$ cat src/rtl/proc_mem_port2_arbiter.sv
`default_nettype none
// ============================================================================
// Module      : proc_mem_port2_arbiter
// Description : Two-requester arbiter for memory port 2. Requester 0 is the
//               rx writer, requester 1 is the tx reader. One transfer per
//               cycle is granted. Under contention the requester that was
//               not served last wins, so the two alternate. The memory port
//               is driven combinationally from the granted requester. Read
//               data comes back one cycle later, qualified by rvalid0 or
//               rvalid1.
// Revision    : 1.0 - initial release
// ----------------------------------------------------------------------------
// Optional feature macro: PROC_MEM_ARB_LOCK_EN
//   When this macro is defined, the lock0 and lock1 inputs exist. If the
//   current owner holds its lock and keeps requesting, it keeps the port and
//   round robin is suspended. Without the macro, arbitration is pure round
//   robin.
// ----------------------------------------------------------------------------
// Ports
//   clk, reset_n                 clock (rising edge), async active-low reset
//   req0/1, addr0/1, wr0/1,      requester transfer interfaces
//   wdata0/1, be0/1
//   lock0/1                      ownership lock (PROC_MEM_ARB_LOCK_EN only)
//   gnt0/1                       transfer accepted this cycle
//   rvalid0/1, rdata             read return, one cycle after the grant
//   mem_clken, mem_reset_req     memory stall / freeze inputs
//   mem_address, mem_byteenable, memory port-2 command
//   mem_chipselect, mem_write,
//   mem_writedata
//   mem_readdata                 memory port-2 read data (1-cycle latency)
// ============================================================================
module proc_mem_port2_arbiter #(
    parameter int ADDR_W = 14,
    parameter int DATA_W = 16,
    parameter int BE_W   = DATA_W / 8
) (
    input  logic              clk,
    input  logic              reset_n,
    // requester 0 (rx writer)
    input  logic              req0,
    input  logic [ADDR_W-1:0] addr0,
    input  logic              wr0,
    input  logic [DATA_W-1:0] wdata0,
    input  logic [BE_W-1:0]   be0,
    // requester 1 (tx reader)
    input  logic              req1,
    input  logic [ADDR_W-1:0] addr1,
    input  logic              wr1,
    input  logic [DATA_W-1:0] wdata1,
    input  logic [BE_W-1:0]   be1,
`ifdef PROC_MEM_ARB_LOCK_EN
    input  logic              lock0,
    input  logic              lock1,
`endif
    // grants and read return
    output logic              gnt0,
    output logic              gnt1,
    output logic              rvalid0,
    output logic              rvalid1,
    output logic [DATA_W-1:0] rdata,
    // memory port 2
    input  logic              mem_clken,
    input  logic              mem_reset_req,
    output logic [ADDR_W-1:0] mem_address,
    output logic [BE_W-1:0]   mem_byteenable,
    output logic              mem_chipselect,
    output logic              mem_write,
    output logic [DATA_W-1:0] mem_writedata,
    input  logic [DATA_W-1:0] mem_readdata
);

    // ------------------------------------------------------------------------
    // State encoding
    // ------------------------------------------------------------------------
    localparam logic [1:0] ST_IDLE = 2'd0;
    localparam logic [1:0] ST_OWN0 = 2'd1;
    localparam logic [1:0] ST_OWN1 = 2'd2;

    logic [1:0] state_q;
    logic [1:0] state_d;

    // Last-served pointer: 0 means requester 0 was served last, 1 means
    // requester 1. It is kept separate from the state so that it survives
    // IDLE. It resets to 1 so that requester 0 wins the first contention.
    logic       last_q;
    logic       last_d;

    // run_q is cleared asynchronously by reset and set on the first clock
    // edge after release. As a result, no grant can appear between the
    // rising edge of reset_n and the next clock edge. Because run_q is also
    // cleared immediately when reset asserts, it provides all the reset
    // gating for the combinational outputs.
    logic       run_q;

    logic       rvalid0_q;
    logic       rvalid1_q;

    logic       w_avail;
    logic       w_hold0;
    logic       w_hold1;
    logic       w_gnt0;
    logic       w_gnt1;

    assign w_avail = run_q & mem_clken & ~mem_reset_req;

    // ------------------------------------------------------------------------
    // Lock override: the current owner keeps the port while it holds its
    // lock and keeps requesting. The override ends as soon as either signal
    // drops, so no extra state is needed.
    // ------------------------------------------------------------------------
`ifdef PROC_MEM_ARB_LOCK_EN
    assign w_hold0 = (state_q == ST_OWN0) & lock0 & req0;
    assign w_hold1 = (state_q == ST_OWN1) & lock1 & req1;
`else
    assign w_hold0 = 1'b0;
    assign w_hold1 = 1'b0;
`endif

    // ------------------------------------------------------------------------
    // FSM process 1: state register
    // ------------------------------------------------------------------------
    always_ff @(posedge clk or negedge reset_n) begin
        if (!reset_n) begin
            state_q <= ST_IDLE;
            last_q  <= 1'b1;
        end else begin
            state_q <= state_d;
            last_q  <= last_d;
        end
    end

    // ------------------------------------------------------------------------
    // FSM process 2: next state
    // A grant is issued only to an active requester, so a grant always means
    // the transfer completes at the coming edge. While the port is stalled
    // with requests still pending, the state holds so that any lock
    // ownership survives the stall.
    // ------------------------------------------------------------------------
    always_comb begin
        state_d = state_q;
        last_d  = last_q;
        if (w_gnt0) begin
            state_d = ST_OWN0;
            last_d  = 1'b0;
        end else if (w_gnt1) begin
            state_d = ST_OWN1;
            last_d  = 1'b1;
        end else if (!req0 && !req1) begin
            state_d = ST_IDLE;
        end else if (state_q != ST_OWN0 && state_q != ST_OWN1) begin
            // also recovers the unused encoding
            state_d = ST_IDLE;
        end
    end

    // ------------------------------------------------------------------------
    // FSM process 3: grant outputs
    // Priority: lock hold, then round robin under contention, then the sole
    // requester.
    // ------------------------------------------------------------------------
    always_comb begin
        w_gnt0 = 1'b0;
        w_gnt1 = 1'b0;
        if (w_avail) begin
            if (w_hold0) begin
                w_gnt0 = 1'b1;
            end else if (w_hold1) begin
                w_gnt1 = 1'b1;
            end else if (req0 && req1) begin
                if (last_q) begin
                    w_gnt0 = 1'b1;
                end else begin
                    w_gnt1 = 1'b1;
                end
            end else if (req0) begin
                w_gnt0 = 1'b1;
            end else if (req1) begin
                w_gnt1 = 1'b1;
            end
        end
    end

    assign gnt0 = w_gnt0;
    assign gnt1 = w_gnt1;

    // ------------------------------------------------------------------------
    // Run enable
    // ------------------------------------------------------------------------
    always_ff @(posedge clk or negedge reset_n) begin
        if (!reset_n) begin
            run_q <= 1'b0;
        end else begin
            run_q <= 1'b1;
        end
    end

    // ------------------------------------------------------------------------
    // Read return tracking
    // The rvalid flags are not gated by mem_clken. The memory has already
    // produced the data for a read that was accepted. A read accepted just
    // before reset asserts is discarded by the asynchronous clear.
    // ------------------------------------------------------------------------
    always_ff @(posedge clk or negedge reset_n) begin
        if (!reset_n) begin
            rvalid0_q <= 1'b0;
            rvalid1_q <= 1'b0;
        end else begin
            rvalid0_q <= w_gnt0 & ~wr0;
            rvalid1_q <= w_gnt1 & ~wr1;
        end
    end

    assign rvalid0 = rvalid0_q;
    assign rvalid1 = rvalid1_q;
    assign rdata   = mem_readdata;

    // ------------------------------------------------------------------------
    // Memory command mux. The command bus is driven to zero when idle, so
    // stale requester fields never reach the memory.
    // ------------------------------------------------------------------------
    always_comb begin
        mem_address    = '0;
        mem_byteenable = '0;
        mem_chipselect = 1'b0;
        mem_write      = 1'b0;
        mem_writedata  = '0;
        if (w_gnt0) begin
            mem_address    = addr0;
            mem_byteenable = be0;
            mem_chipselect = 1'b1;
            mem_write      = wr0;
            mem_writedata  = wdata0;
        end else if (w_gnt1) begin
            mem_address    = addr1;
            mem_byteenable = be1;
            mem_chipselect = 1'b1;
            mem_write      = wr1;
            mem_writedata  = wdata1;
        end
    end

endmodule
`default_nettype wire

$ cat config.mk
export PLATFORM = sky130hd
export DESIGN_NAME = proc_mem_port2_arbiter
export DESIGN_NICKNAME = d
export VERILOG_FILES = /design/src/rtl/proc_mem_port2_arbiter.sv
export SDC_FILE = /design/constraint.sdc
export NUM_CORES = 1
export LEC_CHECK = 0
export CORE_MARGIN = 3
export CORE_UTILIZATION = 18
export DETAILED_ROUTE_END_ITERATION = 16
export PLACE_DENSITY = 0.92
export SLEW_MARGIN = 20
export SYNTH_ARGS = -nofsm -noshare
export SYNTH_HDL_FRONTEND = slang
export SYNTH_SLANG_ARGS = --single-unit
$ cat constraint.sdc
create_clock -name clk -period 1.85 [get_ports clk]
set_input_delay 0.2775 -clock clk [delete_from_list [all_inputs] [get_ports clk]]
set_output_delay 0.2775 -clock clk [all_outputs]
set_load 0.01 [all_outputs]
Word level (Yosys, flattened, before mapping). Cells that the tools add are included. W data, S select, Z words.

Register bits after elaboration: 4. Bits in latches: 0. RAM bits: 0. ROM bits: 0. Input port bits: 88. Logic and storage cells: 34. Memories: 0.

Add/sub/neg operators: 0. $mul: 0. Divide/modulo/power cells: 0. Order comparisons: 0. Eq/ne operators: 0. Shift operators: 0. Mux-type cells: 21. Bitwise operators: 7. Reductions and logical operators: 2.

Operators by type and width (number): $mux W16 (2); $mux W14 (2); $mux W1 (15); $and A1 B1 Y1 (4); $mux W2 (2); $not A1 Y1 (3); $reduce_bool A2 Y1 (1); $logic_and A1 B1 Y1 (1).

Logic depth before layout (Yosys ltp).
Word-level depth: 6. Mapped depth: 5. Depth with buffers taken out: 3.

Least setup slack after synthesis. No wires, ideal clock.

Path type: register to output. Start: register last_q. End: output mem_writedata[10]. Data arrival time: 1.253 ns. Required time: 1.572 ns. Setup slack: 0.319 ns. Stages on the path, launching flop included: 6. Buffers on the path: 2. Path through: dfstp_2 -> nand2_1 -> and3_1 -> buf_6 -> buf_6 -> a22o_1.

Longest elaborated chain between the ends: 5. Elaborated cells between the ends (all ways): 8. Classes of those cells: mux: 8.

RTL lines: start, declared (line 85) `logic last_q;`; start signal, assigned (line 128) `last_q <= last_d;`; $mux W1 (line 170) `if (last_q) begin`; $mux W1 (line 169) `end else if (req0 && req1) begin`; $mux W1 (line 164) `if (w_avail) begin`; net gnt1 (line 57) `output logic gnt1,`; $mux W16 (line 233) `end else if (w_gnt1) begin`; $mux W16 (line 227) `if (w_gnt0) begin`; end, declared (line 68) `output logic [DATA_W-1:0] mem_writedata,`.

The timed path passes the listed nets, and every way through them passes these cells.

Worst setup path in the final report.
Start: register run_q. End: output mem_chipselect.

Longest elaborated chain between the ends: 5. Elaborated cells between the ends (all ways): 6. Classes of those cells: mux: 4; bitwise: 2.

RTL lines: start, declared (line 93) `logic run_q;`; start signal, assigned (line 191) `run_q <= 1'b0;`; start signal, assigned (line 193) `run_q <= 1'b1;`; $and A1 B1 Y1 (*) (2 in series) (line 104) `assign w_avail = run_q & mem_clken & ~mem_reset_req;`; $mux W1 (line 164); $mux W1 (line 233); $mux W1 (*) (line 227); end, declared (line 66) `output logic mem_chipselect,`.

Mark *: on every way between the ends. The rest lies on a longest branch, timed or not.

==> run summary <==
==================================================================================================
Global-route wire length before repair ..............................................      5.38 mm
Fin Clk Skew ........................................................................      8.78 ps
Register bit count reported by yosys ................................................            4
Peak ir drop on the vdd network .....................................................     0.202 mV
Netlist area before placement .......................................................      654 µm²
Latest clock arrival within the worst-skew pair .....................................       240 ps
CTS tree ............................................................................        built
Min-Delay Path Class ................................................................ input pin to async pin
Critical path fanouts, max ..........................................................            5
Violations in the final reports ..................................................... setup timing
Final hold violations ...............................................................            0
Total wire length ...................................................................      3.81 mm
Total Neg Setup Slack ...............................................................     -3470 ps
Die Ht ..............................................................................      66.3 µm
Max-cap check violation count .......................................................            0
Initial Util ........................................................................        19.2%
Seq/Total Area, Yosys ...............................................................        15.5%
Count of antenna-violating nets left after detailed routing .........................            0
Number of placement rows ............................................................           21
PwrDens .............................................................................   293 nW/µm²
Post-route fraction of the period consumed by the critical path .....................         108%
Grt peak-use layer ..................................................................         met2
Clock transition time at the flip-flop clock pins of the worst setup and hold paths .        40 ps
Final-layout fill cell count ........................................................          318
Required time at the worst-slack endpoint ...........................................      1570 ps
Antenna fix cells ...................................................................            0
Reported leakage power ..............................................................     0.862 nW
Quantity of I/O buffers inserted on ports ...........................................          109
Library cell used as clock root buffer ..............................................     clkbuf_4
Time the final worst path needs with I/O delays and setup ...........................      2000 ps
Vias in the first global route ......................................................         1067
Element type at the critical path end ...............................................  output port
Number of enable-type register cells in the synthesized netlist .....................            0
Cells after synthesis ...............................................................           72
Number of nets in the layout ........................................................          269
Average detailed-routed wire length per instance ....................................      16.8 µm
Syn-to-layout area delta ............................................................         183%
Global route total overflow .........................................................            0
M2 GR Usage .........................................................................        30.6%
Die X-Extent ........................................................................      66.3 µm
DRT iter0 DRCs ......................................................................           25
Upper clock frequency limit .........................................................      500 MHz
WP data arrival .....................................................................      1720 ps
Met3 global-route usage .............................................................        4.08%
CTS H-tree depth ....................................................................            1
RSZ-0062 raised after global routing ................................................         true
Yosys warning count .................................................................            0
Top FF cell, synth ..................................................................      dfrtp_1
Vias ................................................................................         1053
Aggregate global-route resource usage ...............................................        16.5%
Count of final setup violators ......................................................           27
Number of CTS-inserted buffers ......................................................            3
CTS sink count ......................................................................            4
Number of library cell types mapped by synthesis ....................................           14
Post-layout util ....................................................................        54.2%
Fraction of layout instances using a drive strength above 1 .........................        34.4%
Avg Cell Area, Syn ..................................................................     9.09 µm²
Most common cell after layout, fill and taps aside .................................. clkdlybuf4s50_1
Fraction of registers with async set/reset ..........................................         100%
Number of antenna violations at the first check in global routing ...................            0
Maximum buffer depth of the clock tree ..............................................            2
Fin worst setup slack ...............................................................      -151 ps
Largest net degree at the start of global routing ...................................           10
Core Box Area .......................................................................     3420 µm²
Kind of critical path ............................................................... flip-flop to output port
Number of I/O pins ..................................................................          142
Number of search-and-repair iterations in the first detailed-routing pass ...........            4
Count of final max-slew check failures ..............................................            0
Number of DRC violations after detailed routing .....................................            0
Syn_nets ............................................................................          160
Global-route met1 utilization .......................................................        18.4%
Commonest non-fill, non-tap cells in the layout ..................................... clkdlybuf4s50_1 (70), a22o_1 (33), buf_2 (32)
Routability Congestion ..............................................................        0.656
Worst slack at placement ............................................................      -503 ps
Type of element launching the critical path .........................................    flip-flop
Die area ............................................................................     4400 µm²
HPWL Detailed .......................................................................      2.22 mm
Outcome ............................................................................. finished, violations left
Average via count per standard cell .................................................         4.66
==================================================================================================
[cells by family after synthesis]
group / Yosys count / synth area share, %
and+or+nand+nor: 8 / 7.65
DFF: 4 / 15.5
AOI/OAI and AO/OA: 35 / 45.9
other: 1 / 0.573
buffers and inverters: 24 / 30.4
[cell usage after synthesis, drive strengths merged, types with 2 or more instances]
cell type / count / area [µm²]
nor2b: 2 / 12.5
a22o: 33 / 289
buf: 24 / 199
and3: 2 / 12.5
dfrtp: 3 / 75.1
[final timing paths]
check                                    from  cells past startpoint  slack (ps)                  to
min                                   reset_n                      1         240     run_q$_DFF_PN0_
max in group asynchronous             reset_n                      1        1360  last_q$_DFFE_PN1P_
min reg2reg                last_q$_DFFE_PN1P_                      3         670  last_q$_DFFE_PN1P_
max reg2reg                   run_q$_DFF_PN0_                      6         440   rvalid0$_DFF_PN0_
max                           run_q$_DFF_PN0_                      7        -150      mem_chipselect
min in group clk                         req0                      2         400  last_q$_DFFE_PN1P_
[through the flow]
| stage | area (µm²) | hold WS [ps] | instances | total power, W |
|---|---|---|---|---|
| 4_1_cts | 1870 | 240 | 226 | 0.000552 |
| 3_3_place_gp | 1640 | 485 | 205 | 0.000378 |
| 3_5_place_dp | 1640 | 502 | 205 | 0.000382 |
| 5_1_grt | 1850 | 238 | 226 | 0.000580 |
| 2_1_floorplan | 654 | -18.1 | 72 | 0.000211 |
| 6_report | 1850 | 241 | 226 | 0.000542 |
[cell type report]
cell class | count | area [µm²] | area share [%]
clock buffer | 4 | 26.3 | 1.42
sequential | 4 | 101 | 5.48
timing repair buffer | 128 | 1300 | 70.3
tap | 46 | 57.6 | 3.11
multi-input combinational | 44 | 365 | 19.7
[what timing repair did]
item / in CTS / in global routing
hold buffers: 0 / 0
endpoints found under the setup margin: 36 / 35
gates resized for setup: 162 / 3
buffers inserted: 8 / 1
gates cloned: 9 / 1
pin swaps: 10 / 5
[critical path, cell delays in order (launching register included)]
cell and delay [ps]:
dfrtp_1 360, and3b_2 210, buf_6 120, and3_4 200, buf_12 150, buf_16 130
or2_1 190, buf_2 130
[state kept, by name, summed over array words and instances, names as in the netlist]
| signal | flops |
|---|---|
| rvalid0 | 1 |
| rvalid1 | 1 |
| run_q | 1 |
| last_q | 1 |
[per-layer routing]
metal  routed length [µm]  part of all wire [%]  up-vias
li1                     -                     -      490
met1                 1370                    36      486
met2                 1960                    52       75
met3                  473                    12        2
met4                    4                  0.11        0
met5                    0                     0        -
[power by group]
| group | internal [W] | switching, W | leakage [nW] |
|---|---|---|---|
| logic | 0.000224 | 0.0000925 | 0.797 |
| registers | 0.000101 | 0.00000437 | 0.0499 |
| clock network | 0.0000812 | 0.0000397 | 0.0150 |
Power figures use the tool's default switching activity.
